$ cat src/rtl/seg_scan_decoder_pkg.sv
// rtl/seg_scan_decoder_pkg.sv - shared FSM state type, segment pattern table and decode function
package seg_scan_pkg;

  typedef enum logic [1:0] {
    IDLE   = 2'd0,
    SETTLE = 2'd1,
    HOLD   = 2'd2
  } state_e;

  localparam logic [6:0] SEG_BLANK = 7'h00;

  // Active-high gfedcba patterns; entry n displays hex digit n.
  localparam logic [15:0][6:0] SEG_TABLE = {
    7'h71, 7'h79, 7'h5E, 7'h39, 7'h7C, 7'h77, 7'h6F, 7'h7F,
    7'h07, 7'h7D, 7'h6D, 7'h66, 7'h4F, 7'h5B, 7'h06, 7'h3F
  };

  function automatic logic [4:0] seg_decode(input logic [6:0] seg);
    logic [4:0] res;
    res = (seg == SEG_BLANK) ? 5'h10 : 5'h00;
    for (int i = 0; i < 16; i++) begin
      if (seg == SEG_TABLE[4'(i)]) res = {1'b1, 4'(i)};
    end
    return res;
  endfunction

endpackage

$ cat src/rtl/seg_scan_decoder_if.sv
// rtl/seg_scan_decoder_if.sv - scan pin and result bundle; SEG_SCAN_ERRCNT_EN adds err_clr/err_count
interface seg_scan_decoder_if;

  logic [6:0]  seg;
  logic [7:0]  ans;
  logic [31:0] value;
  logic [7:0]  digit_valid;
  logic        frame_valid;
  logic        err;
`ifdef SEG_SCAN_ERRCNT_EN
  logic        err_clr;
  logic [7:0]  err_count;

  modport master (output seg, ans, err_clr,
                  input  value, digit_valid, frame_valid, err, err_count);
  modport slave  (input  seg, ans, err_clr,
                  output value, digit_valid, frame_valid, err, err_count);
`else
  modport master (output seg, ans,
                  input  value, digit_valid, frame_valid, err);
  modport slave  (input  seg, ans,
                  output value, digit_valid, frame_valid, err);
`endif

endinterface

$ cat src/rtl/seg_scan_decoder_pattern_decode.sv
// rtl/seg_scan_decoder_pattern_decode.sv - combinational segment pattern to {legal, blank, nibble}
import seg_scan_pkg::*;

module seg_pattern_decode (
  input  logic [6:0] seg_i,
  output logic       legal_o,
  output logic       blank_o,
  output logic [3:0] nibble_o
);

  logic [4:0] dec;

  always_comb begin
    dec = seg_decode(seg_i);
  end

  assign legal_o  = dec[4];
  assign nibble_o = dec[3:0];
  assign blank_o  = (seg_i == SEG_BLANK);

endmodule

$ cat src/rtl/seg_scan_decoder.sv
// rtl/seg_scan_decoder.sv - scan-line monitor rebuilding the 8-digit display value
// Optional SEG_SCAN_ERRCNT_EN adds a saturating error counter with synchronous clear.
import seg_scan_pkg::*;

module seg_scan_decoder #(
  parameter int STABLE_CYCLES = 4,
  parameter bit ACTIVE_LOW    = 1'b1
) (
  input  logic          clk,
  input  logic          reset,
  seg_scan_decoder_if.slave bus
);

  localparam int            CW      = $clog2(STABLE_CYCLES + 1);
  localparam logic [CW-1:0] CNT_MAX = CW'(STABLE_CYCLES);

  logic [6:0]    seg_q;
  logic [7:0]    ans_q;
  logic [14:0]   last_q;
  state_e        state_q, state_d;
  logic [CW-1:0] cnt_q, cnt_d, cnt_inc;
  logic [31:0]   nib_q, nib_d, value_q, value_d;
  logic [7:0]    dv_q, dv_d;
  logic          fv_q, fv_d, err_q, err_d;

  logic          ans_zero, ans_one, ans_multi, same, eval, capture, dv_full;
  logic          legal, blank;
  logic [3:0]    nibble, cap_nib;
  logic [2:0]    slot;

  always_ff @(posedge clk or posedge reset) begin
    if (reset) begin
      seg_q  <= '0;
      ans_q  <= '0;
      last_q <= '0;
    end else begin
      seg_q  <= ACTIVE_LOW ? ~bus.seg : bus.seg;
      ans_q  <= ACTIVE_LOW ? ~bus.ans : bus.ans;
      last_q <= {ans_q, seg_q};
    end
  end

  assign ans_zero  = (ans_q == 8'h00);
  assign ans_one   = $onehot(ans_q);
  assign ans_multi = !ans_zero && !ans_one;
  assign same      = ({ans_q, seg_q} == last_q);
  assign cnt_inc   = cnt_q + CW'(1);
  // Any change of the sample is judged afresh, exactly as from IDLE.
  assign eval      = (state_q == IDLE) || !same;
  assign capture   = (state_q == SETTLE) && same && (cnt_inc == CNT_MAX);
  assign dv_full   = &dv_q;

  always_comb begin
    slot = '0;
    for (int i = 0; i < 8; i++) begin
      if (ans_q[i]) slot = 3'(i);
    end
  end

  seg_pattern_decode u_decode (
    .seg_i    (seg_q),
    .legal_o  (legal),
    .blank_o  (blank),
    .nibble_o (nibble)
  );

  assign cap_nib = blank ? 4'h0 : nibble;

  always_ff @(posedge clk or posedge reset) begin
    if (reset) begin
      state_q <= IDLE;
      cnt_q   <= '0;
    end else begin
      state_q <= state_d;
      cnt_q   <= cnt_d;
    end
  end

  always_comb begin
    state_d = state_q;
    cnt_d   = cnt_q;
    if (eval) begin
      state_d = ans_one ? SETTLE : IDLE;
      cnt_d   = ans_one ? CW'(1) : '0;
    end else if (state_q == SETTLE) begin
      cnt_d = cnt_inc;
      if (cnt_inc == CNT_MAX) state_d = HOLD;
    end
  end

  always_comb begin
    err_d   = (eval && ans_multi) || (capture && !legal);
    fv_d    = dv_full;
    value_d = dv_full ? nib_q : value_q;
    dv_d    = dv_full ? 8'h00 : dv_q;
    nib_d   = nib_q;
    if (capture && legal) begin
      dv_d[slot]               = 1'b1;
      nib_d[{slot, 2'b00} +: 4] = cap_nib;
    end
  end

  always_ff @(posedge clk or posedge reset) begin
    if (reset) begin
      nib_q   <= '0;
      value_q <= '0;
      dv_q    <= '0;
      fv_q    <= 1'b0;
      err_q   <= 1'b0;
    end else begin
      nib_q   <= nib_d;
      value_q <= value_d;
      dv_q    <= dv_d;
      fv_q    <= fv_d;
      err_q   <= err_d;
    end
  end

  assign bus.value       = value_q;
  assign bus.digit_valid = dv_q;
  assign bus.frame_valid = fv_q;
  assign bus.err         = err_q;

`ifdef SEG_SCAN_ERRCNT_EN
  logic [7:0] ecnt_q;

  // Counts alongside the err pulse; clear has priority.
  always_ff @(posedge clk or posedge reset) begin
    if (reset) begin
      ecnt_q <= '0;
    end else if (bus.err_clr) begin
      ecnt_q <= '0;
    end else if (err_d && (ecnt_q != 8'hFF)) begin
      ecnt_q <= ecnt_q + 8'd1;
    end
  end

  assign bus.err_count = ecnt_q;
`endif

endmodule
$ cat src/flat_wrapper.sv
// flat-port wrapper written by rule: the top's interface ports become plain ports
module seg_scan_decoder_flat 
#(
  parameter int STABLE_CYCLES = 4,
  parameter bit ACTIVE_LOW    = 1'b1
)
  (clk, reset, bus_seg, bus_ans, bus_value, bus_digit_valid, bus_frame_valid, bus_err);
  seg_scan_decoder_if bus_i ();
  input  logic clk;
  input  logic reset;
  input wire logic [$bits(bus_i.seg)-1:0] bus_seg;
  input wire logic [$bits(bus_i.ans)-1:0] bus_ans;
  output wire logic [$bits(bus_i.value)-1:0] bus_value;
  output wire logic [$bits(bus_i.digit_valid)-1:0] bus_digit_valid;
  output wire logic [$bits(bus_i.frame_valid)-1:0] bus_frame_valid;
  output wire logic [$bits(bus_i.err)-1:0] bus_err;
  assign bus_i.seg = bus_seg;
  assign bus_i.ans = bus_ans;
  assign bus_value = bus_i.value;
  assign bus_digit_valid = bus_i.digit_valid;
  assign bus_frame_valid = bus_i.frame_valid;
  assign bus_err = bus_i.err;
  seg_scan_decoder #(.STABLE_CYCLES(STABLE_CYCLES), .ACTIVE_LOW(ACTIVE_LOW)) u_core (.clk(clk), .reset(reset), .bus(bus_i));
endmodule
$ cat config.mk
export PLATFORM = sky130hd
export DESIGN_NAME = seg_scan_decoder_flat
export DESIGN_NICKNAME = d
export VERILOG_FILES = /design/src/rtl/seg_scan_decoder_pkg.sv /design/src/rtl/seg_scan_decoder_if.sv /design/src/rtl/seg_scan_decoder_pattern_decode.sv /design/src/rtl/seg_scan_decoder.sv /design/src/flat_wrapper.sv
export SDC_FILE = /design/constraint.sdc
export NUM_CORES = 1
export LEC_CHECK = 0
export CORE_MARGIN = 5
export CORE_UTILIZATION = 51
export CTS_BUF_LIST = sky130_fd_sc_hd__clkbuf_4 sky130_fd_sc_hd__clkbuf_8 sky130_fd_sc_hd__clkbuf_16
export DETAILED_ROUTE_END_ITERATION = 12
export HOLD_SLACK_MARGIN = 0.08
export PLACE_DENSITY = 0.77
export SYNTH_ARGS = -nofsm -noshare
export SYNTH_HDL_FRONTEND = slang
export SYNTH_HIERARCHICAL = 1
export SYNTH_SLANG_ARGS = --single-unit
$ cat constraint.sdc
create_clock -name clk -period 3.86 [get_ports clk]
set_input_delay 0.772 -clock clk [delete_from_list [all_inputs] [get_ports clk]]
set_output_delay 0.772 -clock clk [all_outputs]
set_load 0.03 [all_outputs]
* Yosys cells after proc, flatten, opt, wreduce, memory -nomap -nowiden
Index checks and enable logic that the tools add are counted.
Cells by class: add/sub/neg operators 9, multiply operators 0, div/mod/pow operators 0, magnitude comparators 2, equality and inequality tests 13, shift operators 2, muxes and demuxes 30, bitwise gates (word level) 3, reductions and logical operators 20
Operators with widths (count):
- 5-bit two-way mux | 10
- 7-bit equality test, second input constant | 6
- 32-bit bitwise mux | 1
- 4-bit by 7-bit variable shift with 32-bit output, first input constant | 1
- 4-bit by 7-bit variable part select with 32-bit output | 1
- 3-bit two-way mux | 6
- 8-bit two-way mux | 2
- 15-bit equality test | 1
- 7-bit by 3-bit equality test with 1-bit output, second input constant | 2
- 4-bit adder | 3
- 2-bit two-way mux | 5
- 1-bit by 1-bit adder with 2-bit output | 4
- 8-bit logical NOT | 1
- 8-bit inverter | 1
- 8-bit bitwise OR | 1
- 8-bit AND reduction | 1
- 7-bit by 6-bit equality test with 1-bit output, second input constant | 1
- 1-bit logical AND | 7
- 7-bit logical NOT | 1
- 5-bit negation with 7-bit output | 1
- 7-bit inverter | 1
- 4-bit by 1-bit equality test with 1-bit output, second input constant | 1
- 1-bit logical NOT | 4
- 3-bit by 4-bit less-than comparator with 1-bit output, second input constant | 1
- other kinds (11) | 16
Word-level totals: register bits 109, bits in latches 0, RAM bits 0, bits in read-only memories 0, memories kept 0

* Depth between registers and ports, before layout
depth in word-level cells 14, mapped depth 12, depth with buffers taken out 12

* Cells and area by module
The synthesis kept the hierarchy.
Modules (own cells, without submodules):
- seg_scan_decoder | times used 1, cells an instance 398, area an instance 4539.4 µm², seq. area each 2727.6 µm²
- seg_pattern_decode | times used 1, cells an instance 8, area an instance 61.3 µm², seq. area each 0.0 µm²

* Worst setup path before layout
OpenSTA, ideal clock, no wires.
path type register to register, from reg u_core.ans_q[3], to reg u_core.err_q, in the netlist u_core/bus.err, data arrival time 3.108 ns, path slack 0.616 ns, cell stages (with the launch flop) 13, buffers on the path 0, clock period less this slack 3.244 ns, cells stage by stage dfrtp_1 inv_1 fa_1 fa_1 fa_1 inv_1 ha_1 inv_1 fa_1 a2111oi_0 o211ai_1 nand2_1 o32ai_1
Between the ends: cells in the longest elaborated chain, start to end 8, elaborated cells on any way between the ends 16
Ends and longest elaborated chain:
- start, declared | RTL line seg_scan_decoder.sv:18 | logic [7:0] ans_q;
- start signal, assigned | RTL line seg_scan_decoder.sv:38 | ans_q <= ACTIVE_LOW ? ~bus.ans : bus.ans;
- 1-bit by 1-bit adder with 2-bit output (implied by the code) | RTL line seg_scan_decoder.sv:44 | assign ans_one = $onehot(ans_q);
- 4-bit adder (implied by the code) (2 in a row) | RTL line seg_scan_decoder.sv:44
- 4-bit by 1-bit equality test with 1-bit output | RTL line seg_scan_decoder.sv:44
- 1-bit logical NOT | RTL line seg_scan_decoder.sv:45 | assign ans_multi = !ans_zero && !ans_one;
- 1-bit logical AND | RTL line seg_scan_decoder.sv:45
- 1-bit logical AND | RTL line seg_scan_decoder.sv:92 | err_d = (eval && ans_multi) || (capture && !legal);
- 1-bit logical OR (*) | RTL line seg_scan_decoder.sv:92
- via u_core.err_d | RTL line seg_scan_decoder.sv:24 | logic fv_q, fv_d, err_q, err_d;
- end signal, assigned | RTL line seg_scan_decoder.sv:115 | err_q <= err_d;
- end, declared | RTL line seg_scan_decoder.sv:24
Mark *: on every way through the listed nets, which the timed path passes. The rest lies on a longest branch. A chain may end at the register's enable or synchronous reset.

* Final worst setup path
Ends and elaborated chain as after synthesis.

==> flow_results.xml <==
<?xml version="1.0" encoding="UTF-8"?>
<metrics>
  <group name="critical_path">
    <metric name="path_buf_inv" unit="">3</metric>
    <metric name="flop_to_flop_setup_slack" unit="ns">0.33</metric>
    <metric name="worstReg2RegEnd" unit="">u_core/bus.err</metric>
    <metric name="setup.worst_path.end_class" unit="">flip-flop</metric>
    <metric name="critPathSlowestCell" unit="">sky130_fd_sc_hd__fa_1</metric>
    <metric name="critical_path_cell_count" unit="">12</metric>
    <metric name="critPathKind" unit="">reg -&gt; reg</metric>
    <metric name="endpoint" unit="">u_core/bus.err</metric>
    <metric name="path_common_cell" unit="">sky130_fd_sc_hd__fa_1</metric>
    <metric name="category_of_the_worst_setup_path_launch_point" unit="">flip-flop</metric>
    <metric name="worstReg2RegStart" unit="">u_core/ans_q[3]</metric>
    <metric name="timing.critical_path.slowest_cell_delay" unit="ns">0.51</metric>
    <metric name="worst_setup_startpoint" unit="">u_core/ans_q[3]</metric>
    <metric name="path_max_fanout" unit="">7</metric>
    <metric name="critPathArrivalTime" unit="ns">3.76</metric>
    <metric name="required" unit="ns">4.09</metric>
    <metric name="cell_by_cell_trace_of_the_critical_path" unit="">inv_1, fa_1, fa_1, fa_1, inv_1, ha_1, inv_1, fa_1, a2111oi_0, o211ai_1, nand2_1, o32ai_1</metric>
    <metric name="crit_family" unit="">adder cells</metric>
    <metric name="worstRegToRegCells" unit="">12</metric>
  </group>
  <group name="final_layout">
    <metric name="total_area_of_multi_input_combinational_cells" unit="sq um">1680</metric>
    <metric name="ff_latch_area" unit="sq um">2730</metric>
    <metric name="n_antenna_cell" unit="">0</metric>
    <metric name="num-nets-final" unit="">496</metric>
    <metric name="final_common_cell" unit="">sky130_fd_sc_hd__dfrtp_1</metric>
    <metric name="fillCellCount" unit="">737</metric>
    <metric name="layout.cells.most_common_list" unit="">109 x sky130_fd_sc_hd__dfrtp_1, 103 x sky130_fd_sc_hd__nand2_1, 58 x sky130_fd_sc_hd__clkdlybuf4s50_1</metric>
    <metric name="layout.core_utilization" unit="%">62.6</metric>
    <metric name="areaGrowthSynthToFinish" unit="%">19.2</metric>
    <metric name="final_layout_size_suffix_gt1_share" unit="%">13.3</metric>
  </group>
  <group name="route">
    <metric name="postRouteAntennaNets" unit="">0</metric>
    <metric name="drtPass1Iterations" unit="">4</metric>
    <metric name="detailedRoute.firstIterationViolations" unit="">163</metric>
    <metric name="wire_per_inst" unit="um">15.4</metric>
    <metric name="drcViolationCount" unit="">0</metric>
    <metric name="vias" unit="">3032</metric>
    <metric name="route.detailed.vias_per_inst" unit="">5.23</metric>
    <metric name="drt_wl_total" unit="mm">8.91</metric>
  </group>
  <group name="synthesis">
    <metric name="postSynthCellCount" unit="">406</metric>
    <metric name="synth.yosys.warnings" unit="">6</metric>
    <metric name="cell_area_synth" unit="sq um">4600</metric>
    <metric name="synth_top_family_by_area" unit="">simple AND/OR/NAND/NOR gates</metric>
    <metric name="synth_edf_count" unit="">0</metric>
    <metric name="average_cell_area_after_synthesis" unit="sq um">11.3</metric>
    <metric name="synth_simple_gate_area_share" unit="%">17.4</metric>
    <metric name="xor_xnor_fraction_of_synth_area" unit="%">3.05</metric>
    <metric name="yosys.area_share.adder" unit="%">3.92</metric>
    <metric name="synth_compound_gate_area_share" unit="%">3.62</metric>
    <metric name="synth.mux.area_fraction" unit="%">8.16</metric>
    <metric name="seq_area_frac_synth" unit="%">59.3</metric>
    <metric name="synth.lib_cells_used.distinct" unit="">45</metric>
    <metric name="postSynth.topFlopCell" unit="">sky130_fd_sc_hd__dfrtp_1</metric>
    <metric name="ys_seq_elements" unit="">109</metric>
    <metric name="postSynth.asyncResetShare" unit="%">100</metric>
  </group>
  <group name="clocking">
    <metric name="post_cts_buffers" unit="">0</metric>
    <metric name="clkLatencyLatePin" unit="ns">0.36</metric>
    <metric name="cts_sinks" unit="">109</metric>
    <metric name="post_cts.resized_instances" unit="">0</metric>
    <metric name="cts_tree" unit="">built</metric>
    <metric name="postCtsHoldBufs" unit="">0</metric>
    <metric name="htree_levels" unit="">3</metric>
    <metric name="clk_pin_slew_worst_paths" unit="ns">0.10</metric>
    <metric name="root_cell_of_the_clock_tree" unit="">sky130_fd_sc_hd__clkbuf_8</metric>
    <metric name="cts_buffers" unit="">9</metric>
    <metric name="ctsLongestPathBuffers" unit="">2</metric>
  </group>
  <group name="pwr">
    <metric name="power.sequential.fraction" unit="%">58.9</metric>
    <metric name="power.clock.fraction" unit="%">32.6</metric>
    <metric name="total_switching_power" unit="uW">508</metric>
    <metric name="power.ir.vdd_worst" unit="V">0.000180</metric>
    <metric name="power_switching_share" unit="%">25.2</metric>
    <metric name="p_leak" unit="nW">2.75</metric>
    <metric name="power" unit="mW">2.02</metric>
    <metric name="power-per-cell-area" unit="nW/um^2">368</metric>
    <metric name="comb_power_share" unit="%">8.4</metric>
    <metric name="p_int" unit="mW">1.51</metric>
  </group>
  <group name="floorplan">
    <metric name="placement_rows" unit="">34</metric>
    <metric name="die-width" unit="um">105</metric>
    <metric name="core_area" unit="sq um">8760</metric>
    <metric name="die_area" unit="sq um">11000</metric>
    <metric name="height_of_the_chip" unit="um">105</metric>
    <metric name="floorplan.io_pins" unit="">59</metric>
    <metric name="initial_utilization" unit="%">52.5</metric>
  </group>
  <group name="timing">
    <metric name="timing.setup.tns" unit="ns">0</metric>
    <metric name="setup-violations-final" unit="">0</metric>
    <metric name="worst_clock_skew" unit="ns">0.0101</metric>
    <metric name="finalWorstPathRequiredPeriod" unit="ns">3.53</metric>
    <metric name="rsz0062_at_grt" unit="">no</metric>
    <metric name="timing.max_slew.rel_slack" unit="%">35.7</metric>
    <metric name="finalHoldViolations" unit="">0</metric>
    <metric name="slew_viol_final" unit="">0</metric>
    <metric name="max_clock_freq" unit="GHz">0.283</metric>
    <metric name="tightest_slew" unit="ns">0.963</metric>
    <metric name="final.period_utilization" unit="%">91.5</metric>
  </group>
  <group name="run_status">
    <metric name="outcome" unit="">finished clean</metric>
  </group>
  <group name="min_path">
    <metric name="holdCritPathClass" unit="">reg -&gt; reg</metric>
  </group>
  <group name="grt">
    <metric name="grt_start_max_net_pins" unit="">69</metric>
    <metric name="grt_pass1_vias" unit="">3128</metric>
    <metric name="grt_usage" unit="%">17.3</metric>
    <metric name="wire_length_of_the_first_global_routing_pass" unit="mm">15.6</metric>
    <metric name="globalRouteOverflowTotal" unit="">0</metric>
    <metric name="antenna_found_initial" unit="">0</metric>
  </group>
  <group name="placement">
    <metric name="final_replace_weighted_congestion" unit="">0.843</metric>
    <metric name="place.port_buffers" unit="">58</metric>
    <metric name="dp_hpwl" unit="mm">6.43</metric>
  </group>
  <group name="job">
    <metric name="drv_cap" unit="">0</metric>
  </group>
</metrics>
==> cell type report <==
class	instances	share of cell area, %
inverters	36	2.51
clock buffers	11	2.76
well taps	108	2.46
flip-flops and latches	109	49.7
multi-input cells	251	30.6
repair buffers	60	11.1
clock inverters	5	0.776
==> power by group through the flow <==
stage | Combinational, mW | Clock, mW | Sequential [mW]
after floorplan | 0.110 | 0 | 1.21
after global placement | 0.162 | 0 | 1.21
after detailed placement | 0.172 | 0 | 1.21
after CTS | 0.173 | 0.675 | 1.19
after global routing | 0.199 | 0.730 | 1.19
final | 0.170 | 0.659 | 1.19
==> stage by stage <==
stage / setup slack, ns / hold WS [ns] / std cells / cell area (sq um)
floorplan: 0.214 / 0.384 / 410 / 4620
global placement: 0.512 / 0.399 / 564 / 5290
detailed placement: 0.385 / 0.405 / 564 / 5290
CTS: 0.378 / 0.429 / 580 / 5480
global route: 0.0217 / 0.450 / 580 / 5480
finish: 0.327 / 0.422 / 580 / 5480
==> worst min-delay path by stage <==
| stage | from | end | slack [ns] | cells past startpoint |
|---|---|---|---|---|
| 2_1_floorplan | u_core/seg_q[4] | u_core/last_q[4] | 0.38 | 0 |
| 3_3_place_gp | u_core/ans_q[0] | u_core/last_q[7] | 0.40 | 0 |
| 3_5_place_dp | u_core/ans_q[0] | u_core/last_q[7] | 0.41 | 0 |
| 4_1_cts | u_core/seg_q[3] | u_core/last_q[3] | 0.43 | 0 |
| 5_1_grt | u_core/seg_q[3] | u_core/last_q[3] | 0.45 | 0 |
| 6_report | u_core/ans_q[0] | u_core/last_q[7] | 0.42 | 0 |
==> layer usage <==
layer	vias to the layer above	track usage [%]	wire, um
met5	-	0	0
li1	1448	-	-
met3	10	2.59	405
met2	80	25.6	4110
met1	1494	26.1	4270
met4	0	5.94	119
==> sequential cells by signal (all words and copies together) (netlist names) <==
| register | count |
|---|---|
| u_core/ans_q | 8 |
| u_core/bus.digit_valid | 8 |
| u_core/bus.err | 1 |
| u_core/bus.frame_valid | 1 |
| u_core/bus.value | 32 |
| u_core/cnt_q | 3 |
| u_core/last_q | 15 |
| u_core/nib_q | 32 |
| u_core/seg_q | 7 |
| u_core/state_q | 2 |
==> cell families after synthesis <==
logic type      Yosys count
simple gates            163
compound gates           23
fa+ha+maj                12
buf+inv                  50
mux                      32
other cells               1
xor+xnor                 16
flops                   109
==> synth_stat cells, types with 4 or more instances <==
| library cell | instances | area share (%) |
|---|---|---|
| sky130_fd_sc_hd__buf_4 | 5 | 0.82 |
| sky130_fd_sc_hd__mux2_2 | 28 | 6.9 |
| sky130_fd_sc_hd__xor2_1 | 13 | 2.5 |
| sky130_fd_sc_hd__fa_1 | 4 | 1.7 |
| sky130_fd_sc_hd__clkbuf_1 | 5 | 0.41 |
| sky130_fd_sc_hd__ha_1 | 8 | 2.2 |
| sky130_fd_sc_hd__and2_1 | 5 | 0.68 |
| sky130_fd_sc_hd__nor3_1 | 6 | 0.65 |
| sky130_fd_sc_hd__nand4_1 | 7 | 0.95 |
| sky130_fd_sc_hd__nor2b_1 | 7 | 0.95 |
| sky130_fd_sc_hd__mux2_4 | 4 | 1.3 |
| sky130_fd_sc_hd__inv_1 | 35 | 2.9 |
| sky130_fd_sc_hd__a21oi_1 | 7 | 0.76 |
| sky130_fd_sc_hd__dfrtp_1 | 109 | 59 |
| sky130_fd_sc_hd__nand2_1 | 103 | 8.4 |
| sky130_fd_sc_hd__nand3_1 | 7 | 0.76 |
| sky130_fd_sc_hd__nor4_2 | 5 | 1.4 |
| sky130_fd_sc_hd__nor2_1 | 8 | 0.65 |
Note: power is estimated with default switching activity, not from simulation.
